$ cat src/rtl/uart_pkg.sv
// Shared UART definitions: transmitter state encoding, frame geometry, divisor helper.
package uart_pkg;

   // Start bit + 8 data bits + stop bit.
   localparam int unsigned FRAME_BITS = 10;

   typedef enum logic [1:0] {
      IDLE  = 2'd0,
      START = 2'd1,
      DATA  = 2'd2,
      STOP  = 2'd3
   } tx_state_t;

   // Oscillator cycles per serial bit; the receive side uses the same divisor.
   function automatic int unsigned calc_div(input int unsigned osc_hz, input int unsigned baud);
      return osc_hz / baud;
   endfunction

endpackage

$ cat src/rtl/uart_fifo.sv
// Circular-buffer FIFO with registered full/empty/count flags.
module uart_fifo #(
   parameter int unsigned WIDTH = 8,
   parameter int unsigned DEPTH = 4
) (
   input  logic                     clk,
   input  logic                     rst_n,
   input  logic                     push,
   input  logic [WIDTH-1:0]         push_data,
   input  logic                     pop,
   output logic [WIDTH-1:0]         head_c,
   output logic                     full,
   output logic                     empty,
   output logic [$clog2(DEPTH):0]   count
);

   localparam int unsigned AW = $clog2(DEPTH);
   localparam int unsigned CW = AW + 1;

   if (DEPTH < 2 || (DEPTH & (DEPTH - 1)) != 0) begin : g_bad_depth
      $error("uart_fifo: DEPTH must be a power of two, 2 or more");
   end

   logic [WIDTH-1:0] mem [DEPTH];
   logic [AW-1:0]    wr_ptr;
   logic [AW-1:0]    rd_ptr;
   logic [CW-1:0]    count_next;
   logic             do_push;
   logic             do_pop;

   // A push into a full FIFO is only legal when a pop frees the slot in the same cycle.
   assign do_pop  = pop && !empty;
   assign do_push = push && (!full || do_pop);
   assign head_c  = mem[rd_ptr];

   // Occupancy update; simultaneous push and pop leave it unchanged.
   always_comb begin
      count_next = count;
      if (do_push && !do_pop) begin
         count_next = count + CW'(1);
      end else if (!do_push && do_pop) begin
         count_next = count - CW'(1);
      end
   end

   // Pointers wrap naturally because DEPTH is a power of two.
   always_ff @(posedge clk or negedge rst_n) begin
      if (!rst_n) begin
         wr_ptr <= '0;
         rd_ptr <= '0;
         count  <= '0;
         full   <= 1'b0;
         empty  <= 1'b1;
      end else begin
         if (do_push) wr_ptr <= wr_ptr + AW'(1);
         if (do_pop)  rd_ptr <= rd_ptr + AW'(1);
         count <= count_next;
         full  <= (count_next == CW'(DEPTH));
         empty <= (count_next == '0);
      end
   end

   // Storage needs no reset; only entries behind the write pointer are ever read.
   always_ff @(posedge clk) begin
      if (do_push) mem[wr_ptr] <= push_data;
   end

endmodule

$ cat src/rtl/uart_tx.sv
// 8N1 serial transmitter with input FIFO and stretched activity indicator.
module uart_tx
   import uart_pkg::*;
#(
   parameter int unsigned OSCRATE   = 12_000_000,
   parameter int unsigned BAUDRATE  = 300,
   parameter int unsigned DEPTH     = 4,
   parameter int unsigned HOLD_BITS = 16
) (
   input  logic       osc,
   input  logic       rst_n,
   input  logic [7:0] data,
   input  logic       valid,
   output logic       ready,
   output logic       tx,
   output logic       busy,
   output logic       activity
);

   localparam int unsigned BIT_DIV   = calc_div(OSCRATE, BAUDRATE);
   localparam int unsigned CW        = $clog2(DEPTH) + 1;
   localparam int unsigned DATA_BITS = FRAME_BITS - 2;
   localparam int unsigned HOLD_LOAD = HOLD_BITS * BIT_DIV - 1;
   localparam int unsigned HW        = $clog2(HOLD_BITS * BIT_DIV + 1);
   localparam logic [15:0] BIT_LOAD  = 16'(BIT_DIV - 1);
   localparam logic [2:0]  LAST_BIT  = 3'(DATA_BITS - 1);

   if (BIT_DIV > 65_536 || BIT_DIV < 2) begin : g_bad_div
      $error("uart_tx: OSCRATE/BAUDRATE must lie in 2..65536");
   end

   tx_state_t     state;
   tx_state_t     state_next;
   logic [15:0]   bit_cnt;
   logic [15:0]   bit_cnt_next;
   logic [2:0]    bit_idx;
   logic [2:0]    bit_idx_next;
   logic [7:0]    shift;
   logic [7:0]    shift_next;
   logic          tx_next;
   logic          expire_c;
   logic          push_c;
   logic          pop_c;
   logic          full_next_c;
   logic          busy_next_c;
   logic [7:0]    fifo_head_c;
   logic          fifo_full;
   logic          fifo_empty;
   logic [CW-1:0] fifo_count;
   logic [HW-1:0] hold;

   assign push_c   = valid && ready;
   assign expire_c = (bit_cnt == 16'd0);

   uart_fifo #(
      .WIDTH (8),
      .DEPTH (DEPTH)
   ) u_fifo (
      .clk       (osc),
      .rst_n     (rst_n),
      .push      (push_c),
      .push_data (data),
      .pop       (pop_c),
      .head_c    (fifo_head_c),
      .full      (fifo_full),
      .empty     (fifo_empty),
      .count     (fifo_count)
   );

   // Next-cycle fullness, so ready drops on the same edge the last slot is taken.
   assign full_next_c = !pop_c &&
                        (fifo_full || (push_c && fifo_count == CW'(DEPTH - 1)));

   // Busy looks one cycle ahead so it falls on the edge the line returns to IDLE.
   assign busy_next_c = (state_next != IDLE) || !fifo_empty || push_c;

   // Frame sequencing: next state, shifter, bit timing and line level.
   always_comb begin
      state_next   = state;
      bit_cnt_next = bit_cnt;
      bit_idx_next = bit_idx;
      shift_next   = shift;
      tx_next      = tx;
      pop_c        = 1'b0;
      case (state)
         IDLE: begin
            tx_next = 1'b1;
            if (!fifo_empty) begin
               pop_c        = 1'b1;
               shift_next   = fifo_head_c;
               tx_next      = 1'b0;
               bit_cnt_next = BIT_LOAD;
               state_next   = START;
            end
         end
         START: begin
            if (expire_c) begin
               tx_next      = shift[0];
               shift_next   = {1'b0, shift[7:1]};
               bit_idx_next = 3'd0;
               bit_cnt_next = BIT_LOAD;
               state_next   = DATA;
            end else begin
               bit_cnt_next = bit_cnt - 16'd1;
            end
         end
         DATA: begin
            if (expire_c) begin
               bit_cnt_next = BIT_LOAD;
               if (bit_idx == LAST_BIT) begin
                  tx_next    = 1'b1;
                  state_next = STOP;
               end else begin
                  tx_next      = shift[0];
                  shift_next   = {1'b0, shift[7:1]};
                  bit_idx_next = bit_idx + 3'd1;
               end
            end else begin
               bit_cnt_next = bit_cnt - 16'd1;
            end
         end
         STOP: begin
            if (expire_c) begin
               if (!fifo_empty) begin
                  pop_c        = 1'b1;
                  shift_next   = fifo_head_c;
                  tx_next      = 1'b0;
                  bit_cnt_next = BIT_LOAD;
                  state_next   = START;
               end else begin
                  state_next = IDLE;
               end
            end else begin
               bit_cnt_next = bit_cnt - 16'd1;
            end
         end
         default: begin
            state_next = IDLE;
            tx_next    = 1'b1;
         end
      endcase
   end

   // State and datapath registers; reset drops any frame in flight with the line high.
   always_ff @(posedge osc or negedge rst_n) begin
      if (!rst_n) begin
         state   <= IDLE;
         bit_cnt <= '0;
         bit_idx <= '0;
         shift   <= '0;
         tx      <= 1'b1;
         ready   <= 1'b0;
         busy    <= 1'b0;
      end else begin
         state   <= state_next;
         bit_cnt <= bit_cnt_next;
         bit_idx <= bit_idx_next;
         shift   <= shift_next;
         tx      <= tx_next;
         ready   <= !full_next_c;
         busy    <= busy_next_c;
      end
   end

   // Activity stretcher: reload while busy, then count down HOLD_BITS bit periods.
   always_ff @(posedge osc or negedge rst_n) begin
      if (!rst_n) begin
         hold     <= '0;
         activity <= 1'b0;
      end else begin
         if (busy) begin
            hold <= HW'(HOLD_LOAD);
         end else if (hold != '0) begin
            hold <= hold - HW'(1);
         end
         activity <= (hold != '0) || busy;
      end
   end

endmodule

$ cat config.mk
export PLATFORM = sky130hd
export DESIGN_NAME = uart_tx
export DESIGN_NICKNAME = d
export VERILOG_FILES = /design/src/rtl/uart_pkg.sv /design/src/rtl/uart_fifo.sv /design/src/rtl/uart_tx.sv
export SDC_FILE = /design/constraint.sdc
export NUM_CORES = 1
export LEC_CHECK = 0
export BUFFER_PORTS_ARGS = -buffer_cell sky130_fd_sc_hd__buf_2
export CAP_MARGIN = 10
export CORE_UTILIZATION = 42
export DETAILED_ROUTE_END_ITERATION = 12
export PLACE_DENSITY = 0.63
export SYNTH_ARGS = -nofsm -noshare
export SYNTH_HDL_FRONTEND = slang
export SYNTH_HIERARCHICAL = 1
export SYNTH_SLANG_ARGS = --single-unit
$ cat constraint.sdc
create_clock -name osc -period 4.95 [get_ports osc]
set_input_delay 0.99 -clock osc [delete_from_list [all_inputs] [get_ports osc]]
set_output_delay 0.99 -clock osc [all_outputs]
set_load 0.005 [all_outputs]
==> impl_metrics.toml, run 1 <==
[finish]
area_growth_pct = 9.75
layout_commonest_cell = "dfrtp_1"
fin_cells = 566
nFillCells = 987
n_antenna_cell = 0
drive_above_1_share_pct = 19.0
fin_nets = 449
layout_common_cells = "dfrtp_1 (60), edfxtp_1 (32), nor2_1 (30), o21ai_0 (26), nand2_1 (26)"

[pwr]
powerDensity_mw_per_mm2 = 348
power_frac_clock_pct = 37.9
power.total_mw = 1.83
ir_drop_v = 0.000211
power.switching_uw = 460
p_comb_share_pct = 11.3
seqPwrFrac_pct = 50.8
swShare_pct = 25.1
p_leak_nw = 2.00
internal-power_mw = 1.37

[worst_setup_path]
endpoint_kind = "flip-flop"
critPathLaunchType = "flip-flop"
required_ps = 4950
critPathKind = "reg -> reg"
worstPathMaxFanout = 8
arrival_ps = 3550

[sta]
clock.fmax_ghz = 0.282
finalHoldViolCount = 0
setup_slack_ps = 1400
setup_viol = 0
tightest_slew_ps = 880
period_minus_slack_ps = 3550
clock_skew_ps = 8.82
maxSlewViolCount = 0
slew_headroom_pct = 41.1
fin_tns_setup_ps = 0
rsz0062_at_grt = "false"
post-route-period-util_pct = 71.7

[floorplan]
die_h_um = 109
core_region_area_mm2 = 0.0110
start_util_pct = 43.7
die-width_um = 109
ios = 15
dieArea_mm2 = 0.0119
row_count = 38

[clock_network]
clock_sinks = 94
cts_setup_buffers = 0
clock_path_buffers = 2
cts_max_level = 3
cts_hold_buf = 0
cts_buffers = 9
clockRootBuffer = "clkbuf_16"
cts_resized = 0
clk_latency_ps = 340
cts_tree = "built"
clk_pin_slew_ps = 60

[hold_path]
hp-class = "reg -> reg"

[status]
status = "finished, final reports clean"

[logic_synthesis]
yosysWarningCount = 6
avgSynthCellArea_um2 = 11.7
synth_nets = 439
ys_types = 67
syn_area_mm2 = 0.00480
ys_seq_elements = 94
seq_area_frac_synth_pct = 52.4
synth_cells = 411
synthArstFlopShare_pct = 66.0
synth_area_leaders = "dfrtp_1 (31%), edfxtp_1 (20%), ha_1 (4.4%)"
synth-edff-count = 32
synthFlopType = "dfrtp_1"
synth_top_area_share_pct = 31.3
synth_area_leader_cell = "dfrtp_1"

[routing]
drt_wl_total_um = 9060
post_drt_wl_per_cell_um = 16.0
antenna_left = 0
vias_per_cell = 5.55
drc = 0
drtPass1Iterations = 4
num_vias = 3142
drt_iter0_markers = 186

[global_routing]
grt_first_pass_wirelength_um = 15800
antenna_found_initial = 0
grt.total_usage_pct = 17.4
grt_pass1_vias = 3188
grt_max_degree = 40
grt_overflow_total = 0

[place]
finalWeightedCongestion = 0.824
placed_cells = 550
dpl_worst_slack_ps = 1450
dp.final_hpwl_um = 6320
io_buffers = 14

[run]
cap_violations = 0
## cell type report
| type | count | area, um2 | area share (%) |
|---|---|---|---|
| flip-flops and latches | 94 | 2510 | 47.7 |
| multi-input cells | 282 | 2130 | 40.5 |
| clock buffers | 10 | 229 | 4.35 |
| well taps | 140 | 175 | 3.33 |
| repair buffers | 15 | 77.6 | 1.47 |
| inverters | 19 | 71.3 | 1.35 |
| clock inverters | 6 | 66.3 | 1.26 |
## worst paths after layout
kind / slack (ps) / end / depth (start not counted) / start
setup / recovery: 1400 / u_fifo/mem[1][1] / 7 / bit_cnt[10]
hold / removal: 490 / ready / 1 / u_fifo/full
setup reg to reg: 1400 / u_fifo/mem[1][1] / 7 / bit_cnt[10]
hold reg to reg: 490 / ready / 1 / u_fifo/full
max in group asynchronous: 3270 / tx / 2 / rst_n
min in group asynchronous: 770 / shift[7] / 1 / rst_n
## cell families (layout without fill, tap and decap cells)
kind of cell    after synthesis  in the layout  synth area share [%]
simple gates                130            130                  15.2
flops                        94             94                  52.4
compound gates               83             83                  11.9
buf+inv                      35             50                  3.15
mux                          27             27                  8.19
xor+xnor                     25             25                  4.72
fa+ha+maj                    17             17                  4.43
## routing by layer
| layer | track usage, % | share of wire [%] | routed length, um | vias to the layer above |
|---|---|---|---|---|
| met5 | 0 | 0 | 0 | - |
| met4 | 6.76 | 1.4 | 123 | 0 |
| met3 | 3.53 | 3.4 | 308 | 8 |
| met2 | 27.4 | 47 | 4220 | 52 |
| met1 | 23.6 | 49 | 4410 | 1561 |
| li1 | - | - | - | 1521 |
## stage by stage
step	util [%]	hold slack (ps)	instance area [um2]
after detailed placement	45.3	486	4970
after CTS	48.0	501	5270
after global placement	45.3	484	4970
after global routing	48.0	528	5270
after floorplan	-	442	4800
final	48.0	490	5270
## synth_stat cells (all sizes together) (6+ instances only)
cell and instances:
a21oi 12, a31oi 7, and2 7, buf 7, clkbuf 9, dfrtp 60
edfxtp 32, ha 17, inv 19, mux2 18, mux4 8, nand2 27
nand2b 6, nor2 31, nor3 13, nor4 14, o21ai 27, o31ai 7
or3 7, xnor2 14, xor2 11
## power groups by stage
stage / Sequential, mW / Combinational (mW) / Clock (mW)
2_1_floorplan: 0.930 / 0.155 / 0
3_3_place_gp: 0.943 / 0.200 / 0
3_5_place_dp: 0.946 / 0.209 / 0
4_1_cts: 0.931 / 0.210 / 0.708
5_1_grt: 0.938 / 0.234 / 0.742
6_report: 0.930 / 0.207 / 0.694
## flip-flops by register name, summed over array words and instances (netlist names), 2 cells and up
signal,cells
u_fifo/rd_ptr,2
u_fifo/wr_ptr,2
shift,8
bit_cnt,16
u_fifo/mem,32
hold,20
bit_idx,3
state,2
u_fifo/count,3
## critical path: stages (launching register included)
cell and delay, ps:
dfrtp_1 460, or4_4 600, nor4_4 560, a31oi_1 170, nor3_1 370, nand2b_4 140
a21boi_1 460, and2_1 450
Note: power is estimated with default switching activity, not from simulation.
==> inputs of run 2 (changes only) <==
PLACE_DENSITY = 0.65   (was 0.63)
clock period = 3 ns   (was 4.95 ns; I/O delays follow)
==> impl_metrics.toml, run 2 (synthesis gave the netlist of run 1 again) <==
[sta]
setup_slack_ps = 210
clock.fmax_ghz = 0.358
slew_headroom_pct = 46.5
clock_skew_ps = 6.84
fin_tns_setup_ps = 0
maxSlewViolCount = 0
tightest_slew_ps = 803
finalHoldViolCount = 0
rsz0062_at_grt = "false"
period_minus_slack_ps = 2790
post-route-period-util_pct = 93.0
setup_viol = 0

[finish]
reg.largest.list = "u_fifo/mem (32), hold (20), bit_cnt (16)"
drive_above_1_share_pct = 22.2
top_register = "u_fifo/mem"
layout_common_cells = "dfrtp_1 (60), edfxtp_1 (32), nor2_1 (30), o21ai_0 (26), nand2_1 (26)"
largest_reg_flops = 32
n_antenna_cell = 0
stdcell_area_mm2 = 0.00536
fin_nets = 459
area_growth_pct = 11.7
nFillCells = 947
layout_commonest_cell = "dfrtp_1"

[hold_path]
hp-class = "in -> async"

[pwr]
ir_drop_v = 0.000473
p_leak_nw = 2.05
seqPwrFrac_pct = 50.7
power_frac_clock_pct = 38.0
p_comb_share_pct = 11.3
powerDensity_mw_per_mm2 = 567
swShare_pct = 27.1
power.switching_uw = 824
internal-power_mw = 2.21

[floorplan]
die_h_um = 109
die-width_um = 109
start_util_pct = 43.7
ios = 15
row_count = 38
core_region_area_mm2 = 0.0110
dieArea_mm2 = 0.0119

[clock_network]
cts_max_level = 3
clk_pin_slew_ps = 70
clock_sinks = 94
clock_path_buffers = 2
cts_buffers = 9
clk_latency_ps = 350
cts_setup_buffers = 0
clockRootBuffer = "clkbuf_16"
cts_tree = "built"

[global_routing]
grt_first_pass_wirelength_um = 15500
grt_max_degree = 63
grt_overflow_total = 0
grt_pass1_vias = 3119
antenna_found_initial = 0
grt.total_usage_pct = 17.1

[run]
cap_violations = 0

[place]
placed_cell_area_mm2 = 0.00505
io_buffers = 14
finalWeightedCongestion = 0.848
dpl_worst_slack_ps = 101
dp.final_hpwl_um = 6150

[routing]
drtPass1Iterations = 4
vias_per_cell = 5.51
antenna_left = 0
drt_wl_total_um = 9030
drc = 0
post_drt_wl_per_cell_um = 15.7
num_vias = 3172
drt_iter0_markers = 170

[worst_setup_path]
critPathKind = "reg -> reg"
worstPathMaxFanout = 8
endpoint_kind = "flip-flop"
required_ps = 3040
arrival_ps = 2830
critPathLaunchType = "flip-flop"

[status]
status = "finished, final reports clean"
run 2: changes by cell type in the layout (fill, tap and decap cells not counted), sizes merged:
cell	delta
clkbuf	-1
buf	+10
inv	+3
clkinv	-1
bufinv	-1
run 2: area by class of cell:
class                   instances  area (um2)  share of cell area (%)
well taps                     140         175                    3.27
multi-input cells             282        2140                    40.0
inverters                      19        71.3                    1.33
repair buffers                 25         153                    2.85
clock buffers                   9         225                    4.20
clock inverters                 7        76.3                    1.42
flip-flops and latches         94        2510                    46.9
run 2: repair_timing:
action / in CTS / in global routing
resized for setup: 0 / 4
hold buffers: 0 / 0
setup endpoints to repair: 0 / 32
run 2: path summary, 6_finish.rpt:
path                                  start  cells past startpoint          endpoint  slack [ps]
worst min register to register  bit_cnt[14]                      1       bit_cnt[14]         500
worst max register to register   bit_cnt[8]                      7  u_fifo/mem[1][6]         210
max in group asynchronous             rst_n                      2        bit_cnt[5]        2050
min in group osc                    data[5]                      1  u_fifo/mem[2][5]         470
worst min-delay path                  rst_n                      2        bit_cnt[4]         390
worst max-delay path             bit_cnt[8]                      7  u_fifo/mem[1][6]         210
run 2: worst max-delay path: stages (launching register included):
cell and delay, ps:
dfrtp_1 420, or4_4 570, nor4_4 320, a31oi_1 140, nor3_2 250, nand2b_4 130
a21boi_1 330, and2_2 330
run 2: power groups by stage:
stage / Combinational, mW / Sequential, mW / Clock, mW
final: 0.344 / 1.54 / 1.15
after global placement: 0.333 / 1.56 / 0
after detailed placement: 0.348 / 1.56 / 0
after global routing: 0.397 / 1.55 / 1.23
after floorplan: 0.256 / 1.53 / 0
after CTS: 0.351 / 1.54 / 1.19
run 2: per-layer routing:
layer	share of wire, %	GRT usage, %	vias up
li1	-	-	1552
met1	47	22.9	1554
met2	48	27.3	52
met3	3.7	4.42	14
met4	1.4	5.41	0
met5	0	0	-
run 2: stage by stage:
stage / cells / hold WS (ps) / total power, mW / util [%]
5_1_grt: 576 / 464 / 3.18 / 48.8
4_1_cts: 576 / 460 / 3.08 / 48.7
3_3_place_gp: 560 / 474 / 1.89 / 46.0
6_report: 576 / 390 / 3.04 / 48.8
3_5_place_dp: 560 / 491 / 1.91 / 46.0
2_1_floorplan: 411 / 304 / 1.79 / -
==> inputs of run 3 (changes only) <==
CAP_MARGIN = 40   (was 10)
MAX_ROUTING_LAYER = met4   (was default)
SYNTH_HIERARCHICAL = default   (was 1)
==> impl_metrics.toml, run 3 <==
[status]
status = "finished, final reports clean"

[clock_network]
cts_resized = 0
cts_tree = "built"
clock_path_buffers = 2
clockRootBuffer = "clkbuf_8"
cts_buffers = 9
clock_sinks = 94
cts_max_level = 3
clk_latency_ps = 360
clk_pin_slew_ps = 90
cts_hold_buf = 0
cts_setup_buffers = 0

[sta]
period_minus_slack_ps = 2620
rsz0062_at_grt = "false"
fin_tns_setup_ps = 0
tightest_slew_ps = 900
slew_headroom_pct = 39.6
maxSlewViolCount = 0
post-route-period-util_pct = 87.3
clock.fmax_ghz = 0.382
holdWs_ps = 317
finalHoldViolCount = 0
clock_skew_ps = 9.99
setup_slack_ps = 381
setup_viol = 0

[logic_synthesis]
synth_top_area_share_pct = 31.9
ys_top_cells_by_count = "dfrtp_1 (60), nand2_1 (44), nor2_1 (38)"
ys_types = 58
synth_cells = 436
synthFlopType = "dfrtp_1"
synth_nets = 463
avgSynthCellArea_um2 = 10.8
ys_seq_elements = 94
synth_area_leaders = "dfrtp_1 (32%), edfxtp_1 (20%), ha_1 (4.2%)"
seq_area_frac_synth_pct = 53.4
synth_area_leader_cell = "dfrtp_1"
synth-edff-count = 32
synthArstFlopShare_pct = 66.0
syn_area_mm2 = 0.00471
yosysWarningCount = 0
yosysMostFrequentCell = "dfrtp_1"

[routing]
drt_wl_total_um = 8790
drt_iter0_markers = 115
antenna_left = 0
vias_per_cell = 5.55
drtPass1Iterations = 5
drc = 0
num_vias = 3322
post_drt_wl_per_cell_um = 14.7

[pwr]
power.total_mw = 2.68
powerDensity_mw_per_mm2 = 521
ir_drop_v = 0.000269
p_leak_nw = 1.98

[finish]
layout_common_cells = "dfrtp_1 (60), nand2_1 (44), nor2_1 (38), edfxtp_1 (32), o21ai_0 (31)"
fin_cells = 599
area_growth_pct = 9.03
layout_commonest_cell = "dfrtp_1"
fin_nets = 481
reg.largest.list = "u_fifo.mem (32), hold (20), bit_cnt (16)"
top_register = "u_fifo.mem"
largest_reg_flops = 32
stdcell_area_mm2 = 0.00514
n_antenna_cell = 0
drive_above_1_share_pct = 13.7
fin_util_pct = 47.2

[hold_path]
hp-class = "in -> async"

[worst_setup_path]
required_ps = 3030
rr_worst_depth = 6
worstPathMaxFanout = 8
endpoint_kind = "flip-flop"
critPathLaunch = "bit_cnt[5]"
reg2reg_from = "bit_cnt[5]"
arrival_ps = 2650
critPathLaunchType = "flip-flop"
r2r_end = "u_fifo.mem[0][3]"
critPathKind = "reg -> reg"
worstSetupEndpoint = "u_fifo.mem[0][3]"
r2r_slack_ps = 380

[place]
finalWeightedCongestion = 0.857
dp.final_hpwl_um = 6360
placed_cells = 583
dpl_worst_slack_ps = 433
placed_cell_area_mm2 = 0.00495
io_buffers = 14

[floorplan]
die_h_um = 108
ios = 15
die-width_um = 108
core_region_area_mm2 = 0.0109
start_util_pct = 43.3
row_count = 38
dieArea_mm2 = 0.0116

[run]
cap_violations = 0

[global_routing]
grt_overflow_total = 0
grt_first_pass_wirelength_um = 15600
grt_pass1_vias = 3245
antenna_found_initial = 0
grt.total_usage_pct = 17.4
grt_max_degree = 36
[run 3: layout make-up]
cell class                      count  area [um2]
Inverter                           17        63.8
Sequential cell                    94        2510
Clock buffer                       10         128
Fill cell                         978        5750
Multi-Input combinational cell    310        2070
Tap cell                          140         175
Clock inverter                      6        53.8
Timing Repair Buffer               22         130
[run 3: kinds of logic (layout without fill, tap and decap cells)]
family | Yosys count | count (layout) | synth area share (%)
multiplexers | 16 | 16 | 5.55
adder cells (fa/ha/maj) | 16 | 16 | 4.25
AND/OR/NAND/NOR | 168 | 168 | 18.7
XOR/XNOR | 16 | 16 | 2.97
buffers and inverters | 32 | 55 | 2.66
flip-flops | 94 | 94 | 53.4
AO/OA/AOI/OAI | 94 | 94 | 12.5
[run 3: worst max-delay path, cell delays in order, from the launching register on]
cell and delay [ps]:
dfrtp_1 460, nor4_1 490, and4_1 330, a21oi_2 120
nand2b_4 190, a21oi_2 290, and2_1 400
[run 3: how the worst min path moves through the flow]
stage	to	slack (ps)	depth (start not counted)
after floorplan	activity	300	0
after global placement	shift[1]	460	2
after detailed placement	shift[7]	480	2
after CTS	bit_cnt[13]	340	1
after global routing	bit_cnt[13]	380	1
final	bit_cnt[13]	320	1
[run 3: where the power goes]
part	total, mW	leakage [nW]	switching, mW	internal [mW]
Combinational	0.361	0.910	0.211	0.150
Sequential	1.53	0.980	0.0793	1.45
Clock	0.782	0.0908	0.465	0.317
Total	2.68	1.98	0.755	1.92
[run 3: metal layers]
| metal | GRT usage, % | wire (um) | share of wire [%] | vias up |
|---|---|---|---|---|
| met5 | - | 0 | 0 | - |
| met4 | 5.68 | 101 | 1.1 | 0 |
| met3 | 3.09 | 340 | 3.9 | 8 |
| met2 | 25.7 | 4040 | 46 | 74 |
| met1 | 24.4 | 4300 | 49 | 1623 |
| li1 | - | - | - | 1617 |
